--- config.mk ---
export PLATFORM = sky130hd
export DESIGN_NAME = iris_fw_meta_streamer_flat
export DESIGN_NICKNAME = d
export VERILOG_FILES = /design/src/rtl/iris_fw_meta_streamer_if.sv /design/src/rtl/iris_fw_meta_streamer.sv /design/src/flat_wrapper.sv
export SDC_FILE = /design/constraint.sdc
export NUM_CORES = 1
export LEC_CHECK = 0
export CAP_MARGIN = 40
export CORE_MARGIN = 4
export CORE_UTILIZATION = 37
export DETAILED_ROUTE_END_ITERATION = 12
export PLACE_DENSITY = 0.67
export SYNTH_ARGS = -nofsm -noshare
export SYNTH_HDL_FRONTEND = slang
export SYNTH_SLANG_ARGS = --single-unit
--- constraint.sdc ---
create_clock -name clk -period 1.9 [get_ports clk]
set_input_delay 0.57 -clock clk [delete_from_list [all_inputs] [get_ports clk]]
set_output_delay 0.57 -clock clk [all_outputs]
set_load 0.005 [all_outputs]
--- src/rtl/iris_fw_meta_streamer_if.sv ---
// Byte-stream handshake bundle between the metadata streamer and the telemetry mux.
// Master drives data/valid, slave returns ready.
interface iris_fw_meta_streamer_if;
   logic [7:0] m_data;
   logic       m_valid;
   logic       m_ready;

   modport master (output m_data, output m_valid, input m_ready);
   modport slave  (input m_data, input m_valid, output m_ready);
endinterface

--- src/rtl/iris_fw_meta_streamer.sv ---
// FW version block that streams a checksummed metadata frame on request.
// Frame: MAGIC, MAJ, MIN, PATCH, build ID (MSB first), CSUM.
module iris_fw_meta_streamer #(
   parameter logic [7:0]  FW_VER_MAJ     = 8'd11,
   parameter logic [7:0]  FW_VER_MIN     = 8'd0,
   parameter logic [7:0]  FW_VER_PATCH   = 8'd0,
   parameter int unsigned BUILD_ID_BYTES = 4,
   parameter logic [63:0] BUILD_ID       = 64'hDEADBEEF,
   parameter logic [7:0]  MAGIC          = 8'hA5
) (
   input  logic                           clk,
   input  logic                           rst_n,
   input  logic                           req,
   iris_fw_meta_streamer_if.master        m,
   output logic                           busy,
   output logic                           done,
   output logic [7:0]                     frames_sent,
   output logic [7:0]                     major,
   output logic [7:0]                     minor,
   output logic [7:0]                     patch
);

   localparam int unsigned N    = 5 + BUILD_ID_BYTES;
   localparam logic [3:0]  LAST = 4'(N - 1);

   typedef logic [12:0][7:0] frame_t;
   typedef enum logic {IDLE, SEND} state_t;

   // Whole frame, checksum included, is fixed at elaboration.
   function automatic frame_t build_frame();
      frame_t     f;
      logic [7:0] s;
      int         sh;
      f    = '0;
      f[0] = MAGIC;
      f[1] = FW_VER_MAJ;
      f[2] = FW_VER_MIN;
      f[3] = FW_VER_PATCH;
      s    = FW_VER_MAJ + FW_VER_MIN + FW_VER_PATCH;
      for (int k = 0; k < 8; k++) begin
         if (k < int'(BUILD_ID_BYTES)) begin
            sh       = (int'(BUILD_ID_BYTES) - 1 - k) * 8;
            f[4 + k] = 8'(BUILD_ID >> sh);
            s        = s + f[4 + k];
         end
      end
      f[N - 1] = s;
      return f;
   endfunction

   localparam frame_t FRAME = build_frame();

   state_t     state_q;
   logic [3:0] idx_q;
   logic [7:0] data_q;
   logic       valid_q;
   logic       done_q;
   logic       pend_q;
   logic [7:0] cnt_q;
   logic       accept;
   logic       last;

   assign accept = valid_q & m.m_ready;
   assign last   = (idx_q == LAST);

   always_ff @(posedge clk or negedge rst_n) begin
      if (!rst_n) begin
         state_q <= IDLE;
         idx_q   <= '0;
         data_q  <= '0;
         valid_q <= 1'b0;
         done_q  <= 1'b0;
         pend_q  <= 1'b0;
         cnt_q   <= '0;
      end else begin
         done_q <= 1'b0;
         unique case (state_q)
            IDLE: begin
               if (req) begin
                  state_q <= SEND;
                  idx_q   <= '0;
                  valid_q <= 1'b1;
                  data_q  <= MAGIC;
               end
            end
            SEND: begin
               if (accept && last) begin
                  done_q <= 1'b1;
                  cnt_q  <= cnt_q + 8'd1;
                  pend_q <= 1'b0;
                  idx_q  <= '0;
                  // A queued or coincident request restarts with no idle gap.
                  if (pend_q || req) begin
                     data_q <= MAGIC;
                  end else begin
                     state_q <= IDLE;
                     valid_q <= 1'b0;
                     data_q  <= '0;
                  end
               end else begin
                  if (req) pend_q <= 1'b1;
                  if (accept) begin
                     idx_q  <= idx_q + 4'd1;
                     data_q <= FRAME[idx_q + 4'd1];
                  end
               end
            end
            default: state_q <= IDLE;
         endcase
      end
   end

   assign m.m_data    = data_q;
   assign m.m_valid   = valid_q;
   assign busy        = (state_q == SEND);
   assign done        = done_q;
   assign frames_sent = cnt_q;
   assign major       = FW_VER_MAJ;
   assign minor       = FW_VER_MIN;
   assign patch       = FW_VER_PATCH;

endmodule

--- src/flat_wrapper.sv ---
// flat-port wrapper written by rule: the top's interface ports become plain ports
module iris_fw_meta_streamer_flat 
#(
   parameter logic [7:0]  FW_VER_MAJ     = 8'd11,
   parameter logic [7:0]  FW_VER_MIN     = 8'd0,
   parameter logic [7:0]  FW_VER_PATCH   = 8'd0,
   parameter int unsigned BUILD_ID_BYTES = 4,
   parameter logic [63:0] BUILD_ID       = 64'hDEADBEEF,
   parameter logic [7:0]  MAGIC          = 8'hA5
)
  (clk, rst_n, req, busy, done, frames_sent, major, minor, patch, m_m_data, m_m_valid, m_m_ready);
  iris_fw_meta_streamer_if m_i ();
  input  logic clk;
  input  logic rst_n;
  input  logic req;
  output logic busy;
  output logic done;
  output logic [7:0] frames_sent;
  output logic [7:0] major;
  output logic [7:0] minor;
  output logic [7:0] patch;
  output wire logic [$bits(m_i.m_data)-1:0] m_m_data;
  output wire logic [$bits(m_i.m_valid)-1:0] m_m_valid;
  input wire logic [$bits(m_i.m_ready)-1:0] m_m_ready;
  assign m_m_data = m_i.m_data;
  assign m_m_valid = m_i.m_valid;
  assign m_i.m_ready = m_m_ready;
  iris_fw_meta_streamer #(.FW_VER_MAJ(FW_VER_MAJ), .FW_VER_MIN(FW_VER_MIN), .FW_VER_PATCH(FW_VER_PATCH), .BUILD_ID_BYTES(BUILD_ID_BYTES), .BUILD_ID(BUILD_ID), .MAGIC(MAGIC)) u_core (.clk(clk), .rst_n(rst_n), .req(req), .m(m_i), .busy(busy), .done(done), .frames_sent(frames_sent), .major(major), .minor(minor), .patch(patch));
endmodule
# [Word level (Yosys, flattened, before mapping)]
# Memories as Yosys holds them, arrays and structs flattened.
# Index checks and enable logic that the tools add are counted.
[totals] latch_bits=0 output_inout_bits=43 wordCells=46 mem_bits_rw=0 in_bits=4 romBits=128 n_memories=1 reg_bits=24
[op_classes] shifts=0 mul=0 bitwise_logic=2 eq_ne=5 addsub=2 n_mux=21 n_lt_le_gt_ge=1 n_reduce_logical=7 div_mod_pow=0
[mem_list] name="(no name shown)" words=16 word_bits=8 rd=1 rd_ports_with_merged_regs=0 wr=0 line="iris_fw_meta_streamer.sv:104" source="data_q <= FRAME[idx_q + 4'd1];"
[op_table] op="2-to-1 mux 8 bit" n=5
[op_table] op="one-hot mux 8 bit (2 select lines)" n=1
[op_table] op="2-to-1 mux 4 bit" n=3
[op_table] op="2-to-1 mux 1 bit" n=9
[op_table] op="adder 8 x 1 -> 8 bit (second input constant)" n=1
[op_table] op="one-hot mux 4 bit (2 select lines)" n=1
[op_table] op="!= test 2 bit (second input constant)" n=3
[op_table] op="AND reduction 2 bit" n=3
[op_table] op="< comparator 4 x 5 -> 1 bit (second input constant)" n=1
[op_table] op="adder 4 x 1 -> 4 bit (second input constant)" n=1
[op_table] op="equality test 4 bit (second input constant)" n=1
[op_table] op="one-hot mux 1 bit (2 select lines)" n=2
[op_table] op="!= test 3 bit (second input constant)" n=1
[op_table] op="AND reduction 3 bit" n=1
[op_table] op="nonzero test 2 bit" n=1
[op_table] op="AND 1 bit" n=1
[op_table] op="logical AND 1 bit" n=1
[op_table] op="logical OR 1 bit" n=1
[op_table] op="inverter 1 bit" n=1

# [Longest topological paths before layout]
# Gate-level depths: netlist of the first run.
[logic_depth] ltp_word=6 ltp_mapped=6 mapped_depth_nobuf=6

# [Least setup slack after synthesis of the first run]
# OpenSTA, ideal clock, no wires.
[synth_timing] path_kind="register to register" from="register u_core.idx_q[0]" to="register u_core.data_q[1] (netlist: u_core.m.m_data[1])" path_slack_ps=185 required_time_ps=1773 path_stages_with_launch=7 period_less_slack_ps=1715 n_path_buf=0 arrival_ps=1589 setup_ps=127 path_cell_list="dfrtp_1 ha_1 inv_1 ha_1 nor2_1 a2111oi_2 a221o_2"
[synth_between] elab_chain_cells=6 word_cells_on_any_way=10 cone_classes="1 x add/sub; 2 x eq/ne; 4 x mux; 2 x reduce/logical; 1 x memory"
[synth_rtl] item="start: declaration" line="iris_fw_meta_streamer.sv:54" source="logic [3:0] idx_q;"
[synth_rtl] item="start signal: assignment" line="iris_fw_meta_streamer.sv:103" source="idx_q <= idx_q + 4'd1;"
[synth_rtl] item="adder 4 x 1 -> 4 bit" line="iris_fw_meta_streamer.sv:104"
[synth_rtl] item="memory (16 x 8 bit)"
[synth_rtl] item="2-to-1 mux 8 bit (not written as such)" line="iris_fw_meta_streamer.sv:104"
[synth_rtl] item="2-to-1 mux 8 bit" line="iris_fw_meta_streamer.sv:102" source="if (accept) begin"
[synth_rtl] item="2-to-1 mux 8 bit" line="iris_fw_meta_streamer.sv:87" source="if (accept && last) begin"
[synth_rtl] item="one-hot mux 8 bit (2 select lines)" line="iris_fw_meta_streamer.sv:77" source="unique case (state_q)"
[synth_rtl] item="end signal: assignment" line="iris_fw_meta_streamer.sv:104"
[synth_rtl] item="end: declaration" line="iris_fw_meta_streamer.sv:55" source="logic [7:0] data_q;"
# Several ways; a longest one is shown, not always the timed one. The select of a mux whose other input is x is not followed.
# A chain may end at the register's enable or synchronous reset.

# [Worst setup path in the final report of the first run]
[layout_timing] from="register u_core.cnt_q[2] (netlist: u_core.frames_sent[2])" to="output port frames_sent[2]"
[layout_lines] item="start: declaration" line="iris_fw_meta_streamer.sv:59" source="logic [7:0] cnt_q;"
[layout_lines] item="start signal: assignment" line="iris_fw_meta_streamer.sv:89" source="cnt_q <= cnt_q + 8'd1;"
[layout_lines] item="end: declaration" line="flat_wrapper.sv:18" source="output logic [7:0] frames_sent;"
# No word-level cell between the ends.

==> results.cfg, run 1 <==
[logic_synthesis]
synth_common_cells = buf_4, dfrtp_1, nand2_1
synthSimpleGateAreaFrac_pct = 15.1
ys_ff_latch = 23
yosysMostFrequentCell = buf_4
synthXorXnorAreaFrac_pct = 6.18
synth_area_leaders = dfrtp_1, buf_4, ha_1
synth-edff-count = 0
syn-instance-count = 137
muxShareOfSynthArea_pct = 1.52
synthArstFlopShare_pct = 100
synth_compound_area_share_pct = 12.5
synth-main-ff-cell = dfrtp_1
ys_types = 36
syn_area_um2 = 1400
ys_seq_area_share_pct = 41.2
synth_top_family_by_area = buffers and inverters
post-synth-top-area-cell = dfrtp_1
syn_avg_cell_area_um2 = 10.2
yosysWarnings = 0
yosys.area_share.adder_pct = 7.17
synth_top_area_share_pct = 41.2

[clock_network]
cts.path.max_buffers = 2
postCtsSetupRepairBufs = 0
path_clk_slew_ns = 0.08
cts_root_buf = clkbuf_8
htreeDepth = 1
cts_inserted_buffers = 3
cts_tree = yes
holdBufCountCts = 0
cts_sinks = 23
clock_latency_ns = 0.26

[layout]
fin_area_um2 = 1690
drive_above_1_share_pct = 15.4
fill_cells = 345
area_delta_synth_final_pct = 21.2
n_antenna_cell = 0
final_nets = 182
fin_cells = 217

[grt]
grt_use_met1_pct = 13.7
grt_pass1_vias = 1023
use_met2_pct = 21.3
grt_util_all_layers_pct = 11.6
grt_util_met3_pct = 2.75
grt_pass1_wl_mm = 4.67
grt_max_degree = 24
grt-busiest-layer = met2
gr-total-overflow = 0
antenna_found_initial = 0

[flow_run]
cap_viol_max_count = 0

[status]
status = finished, final reports clean

[worst_setup_path]
critPathArrivalTime_ns = 1.28
cpLargestDelayFamily = buffers and inverters
slowest_delay_ns = 0.55
r2r_start = u_core.idx_q[1]
cp-start-kind = flop
required_ns = 1.33
crit_path_end_kind = output port
critPathMaxFanout = 5
reg2reg_depth = 6
crit_path_cell_trace = clkdlybuf4s50_1
r2r_end = u_core.m.m_data[6]
cp_num_buf_inv = 1
cp_slowest_cell = clkdlybuf4s50_1
crit_type = reg2out
reg2reg_slack_ns = 0.14

[route]
remaining_drc_errors = 0
vias_per_cell = 4.69
drt-initial-drc-count = 42
dr_total_vias = 1017
routed_wl_mm = 2.76
drtAntennaViolNets = 0
detail_route.wl_per_cell_um = 12.7
dr.pass1.iters = 4

[floorplan]
die_w_um = 69.4
num_rows = 22
die_y_um = 69.4
die_area_um2 = 4820
ios = 47
coreArea_um2 = 3660
start_util_pct = 38.1

[timing]
period_needed_ns = 1.85
finClkSkew_ns = 0.00431
fmax_ghz = 0.541
relSlewSlack_pct = 65.8
worstMarginPinSlew_ns = 0.508
slew_viol_final = 0
rsz0062_at_grt = false
finalSetupViolations = 0
min_period_over_period_pct = 97.3
hold_viol = 0

[min_path]
worstHoldPathType = reg2reg
hold_depth = 1
min_from = u_core.frames_sent[7]
min_to = u_core.frames_sent[7]

[place]
postPlaceCellArea_um2 = 1640
io_buffers = 22
gp_congestion = 0.819
dp.final_hpwl_mm = 2.18
placed_cells = 213

[power_and_ir_drop]
leakagePower_nw = 0.814
ir_drop_uv = 320
power_density_nw_per_um2 = 911
==> per-stage QoR <==
stage	hold WS [ns]	setup slack (ns)	setup TNS [ns]	power, mW	utilization (%)
after floorplan	0.274	0.185	0	1.02	-
after global placement	0.465	-0.0696	-0.183	1.24	44.7
after detailed placement	0.488	-0.116	-0.429	1.26	44.7
after CTS	0.499	0.0480	0	1.55	45.9
after global routing	0.527	0.00637	0	1.66	46.2
final	0.493	0.0507	0	1.54	46.2
==> kinds of logic (layout without fill, tap and decap cells) <==
logic type | count (synthesis) | count (layout)
AND/OR/NAND/NOR | 37 | 37
flip-flops | 23 | 23
buffers and inverters | 32 | 42
other | 2 | 24
AO/OA/AOI/OAI | 24 | 24
multiplexers | 2 | 2
adder cells (fa/ha/maj) | 8 | 8
XOR/XNOR | 9 | 9
==> power by group <==
group          total (mW)  switching, mW  leakage, nW  internal (mW)
logic               0.583          0.259        0.499          0.324
clock network       0.293          0.144       0.0228          0.149
registers           0.666         0.0917        0.292          0.575
==> per-layer routing <==
| metal | wire length, µm | vias to the layer above | part of all wire, % |
|---|---|---|---|
| met5 | 0 | - | 0 |
| met2 | 1470 | 35 | 53 |
| met4 | 4 | 0 | 0.14 |
| met1 | 1120 | 494 | 40 |
| li1 | - | 486 | - |
| met3 | 168 | 2 | 6.1 |
==> layout make-up <==
| type | count | area (µm²) | share of cell area [%] |
|---|---|---|---|
| Multi-Input combinational cell | 104 | 692 | 40.9 |
| Sequential cell | 23 | 578 | 34.1 |
| Timing Repair Buffer | 32 | 295 | 17.4 |
| Tap cell | 48 | 60.1 | 3.55 |
| Clock buffer | 4 | 45.0 | 2.66 |
| Inverter | 6 | 22.5 | 1.33 |
==> repair_timing <==
action / CTS / global route
endpoints found under the setup margin: 0 / 4
endpoints found under the hold margin: 0 / 0
gates resized for setup: 0 / 4
==> cell usage in the layout (no fill, tap or decap), types with 5 or more instances in the layout <==
cell type,synthesis,final
dfrtp_1,23,21
conb_1,2,24
nand2_1,12,12
clkdlybuf4s50_1,0,22
o21ai_0,8,8
nor2_1,8,8
buf_4,25,10
inv_1,6,6
xor2_1,5,5
ha_1,8,8
==> worst max path at each step <==
| stage | slack [ns] | cells past startpoint | start | endpoint |
|---|---|---|---|---|
| final | 0.05 | 1 | u_core.frames_sent[2] | frames_sent[2] |
| after global routing | 0.006 | 6 | u_core.idx_q[1] | u_core.m.m_data[6] |
| after CTS | 0.05 | 1 | u_core.frames_sent[2] | frames_sent[2] |
| after detailed placement | -0.12 | 5 | m_m_ready | u_core.frames_sent[7] |
| after global placement | -0.07 | 4 | m_m_ready | u_core.frames_sent[1] |
| after floorplan | 0.18 | 6 | u_core.idx_q[0] | u_core.m.m_data[1] |
==> sequential cells by signal (all words and copies together), names as in the netlist <==
name                cells
u_core.m.m_valid        1
u_core.frames_sent      8
u_core.pend_q           1
u_core.busy             1
u_core.done             1
u_core.idx_q            4
u_core.m.m_data         7
(Power assumes the default switching activity.)
==> inputs of run 2 (changes only) <==
--- a/config.mk
+++ b/config.mk
@@ -9,7 +9,7 @@
 export CORE_MARGIN = 4
 export CORE_UTILIZATION = 37
 export DETAILED_ROUTE_END_ITERATION = 12
-export PLACE_DENSITY = 0.67
+export PLACE_DENSITY = 0.7
 export SYNTH_ARGS = -nofsm -noshare
 export SYNTH_HDL_FRONTEND = slang
 export SYNTH_SLANG_ARGS = --single-unit
==> constraint.sdc (replaced) <==
create_clock -name clk -period 1.57 [get_ports clk]
set_input_delay 0.471 -clock clk [delete_from_list [all_inputs] [get_ports clk]]
set_output_delay 0.471 -clock clk [all_outputs]
set_load 0.005 [all_outputs]
==> results.cfg, run 2 (same netlist as run 1, synthesis figures left out) <==
[floorplan]
ios = 47
die_area_um2 = 4820
start_util_pct = 38.1
die_w_um = 69.4
coreArea_um2 = 3660
num_rows = 22
die_y_um = 69.4

[place]
dp.final_hpwl_mm = 2.20
gp_congestion = 0.920
dpl_worst_slack_ns = -0.302
io_buffers = 22

[grt]
grt_pass1_wl_mm = 4.77
grt_util_all_layers_pct = 12.1
grt_pass1_vias = 1073
antenna_found_initial = 0
gr-total-overflow = 0
grt_max_degree = 24

[power_and_ir_drop]
ir_drop_uv = 587
power_density_nw_per_um2 = 1130
p_total_mw = 2.29
leakagePower_nw = 1.06

[status]
violations = setup timing
status = complete, but fails checks

[route]
m1WireLength_mm = 1.33
drt-initial-drc-count = 70
dr.pass1.iters = 4
dr.max_layer_used = met4
routed_wl_mm = 3.22
wl_met3_um = 148
remaining_drc_errors = 0
drtAntennaViolNets = 0
dr_total_vias = 1129
detail_route.wl_per_cell_um = 13.2
vias_per_cell = 4.63
route.met2.wl_mm = 1.71

[clock_network]
cts_inserted_buffers = 3
cts_sinks = 23
path_clk_slew_ns = 0.08
clock_latency_ns = 0.26
cts_tree = yes
cts.path.max_buffers = 2
htreeDepth = 1
cts_root_buf = clkbuf_8

[timing]
slew_viol_final = 0
min_period_over_period_pct = 101
finalSetupViolations = 2
finClkSkew_ns = 0.00170
hold_viol = 0
setup_ws_ns = -0.0210
rsz0062_at_grt = true
period_needed_ns = 1.59
fmax_ghz = 0.629

[worst_setup_path]
critPathMaxFanout = 6
critPathArrivalTime_ns = 1.74
reg2reg_slack_ns = -0.02
slowest_delay_ns = 0.47
r2r_end = u_core.m.m_data[1]
crit_path_end_kind = flop
crit_type = reg2reg
cp_slowest_cell = dfrtp_2
reg2reg_depth = 6
cp_num_buf_inv = 1
r2r_start = u_core.idx_q[0]
crit_path_cell_trace = inv_4, ha_4, nand3b_1, nand2_2, nor2_1, a221o_2
required_ns = 1.72
cpLargestDelayFamily = flip-flops
cp-start-kind = flop

[min_path]
min_to = u_core.m.m_data[4]
min_from = u_core.m.m_data[4]
hold_depth = 2
worstHoldPathType = reg2reg

[layout]
n_antenna_cell = 0
largest_register_ffs = 8
mostFrequentLayoutCells = buf_4, conb_1, dfrtp_1
area_delta_synth_final_pct = 45.0
final_common_cell = buf_4
drive_above_1_share_pct = 36.7
final_nets = 209

[flow_run]
cap_viol_max_count = 0
==> run 2: metal layers <==
metal,up-vias,GRT usage [%]
met5,-,0
met4,0,4.12
met3,4,1.74
met2,36,20.9
met1,549,15.4
li1,540,-
==> run 2: worst max-delay path by stage <==
stage / startpoint / end / cells past startpoint
3_3_place_gp: m_m_ready / u_core.m.m_data[1] / 5
6_report: u_core.idx_q[0] / u_core.m.m_data[1] / 6
2_1_floorplan: u_core.idx_q[0] / u_core.m.m_data[1] / 6
5_1_grt: u_core.idx_q[0] / u_core.m.m_data[1] / 6
4_1_cts: u_core.idx_q[0] / u_core.m.m_valid / 6
3_5_place_dp: m_m_ready / u_core.m.m_data[1] / 5
==> run 2: worst min-delay path: cells and delay by family (launching register included) <==
family / cells / cell delay [ns]
AOI/OAI and AO/OA: 1 / 0.06
DFF: 1 / 0.34
and+or+nand+nor: 1 / 0.05
==> run 2: stage by stage <==
stage | cell area (µm²) | hold slack, ns | utilization, % | std cells | setup TNS, ns
CTS | 1920 | 0.492 | 52.4 | 241 | 0
global route | 2020 | 0.508 | 55.3 | 244 | -0.538
detailed placement | 1730 | 0.460 | 47.4 | 225 | -4.37
global placement | 1730 | 0.461 | 47.4 | 225 | -3.53
floorplan | 1490 | 0.175 | - | 159 | -0.00665
finish | 2020 | 0.484 | 55.3 | 244 | -0.0273
==> run 2: area by class of cell <==
class | instances | area, µm²
multi-input combinational | 104 | 836
clock buffer | 3 | 41.3
inverter | 6 | 25.0
sequential | 23 | 579
clock inverter | 1 | 5.00
timing repair buffer | 59 | 478
tap | 48 | 60.1
fill | 314 | 1640
==> run 2: power by group <==
part           switching [mW]  internal, mW
Clock                   0.192         0.177
Combinational           0.476         0.655
Sequential             0.0938         0.693
==> run 2: repair_timing <==
action	4_1_cts	5_1_grt
gates resized for setup	33	16
setup endpoints to repair	26	12
hold buffers	0	0
pin swaps	5	10
setup buffers	12	3
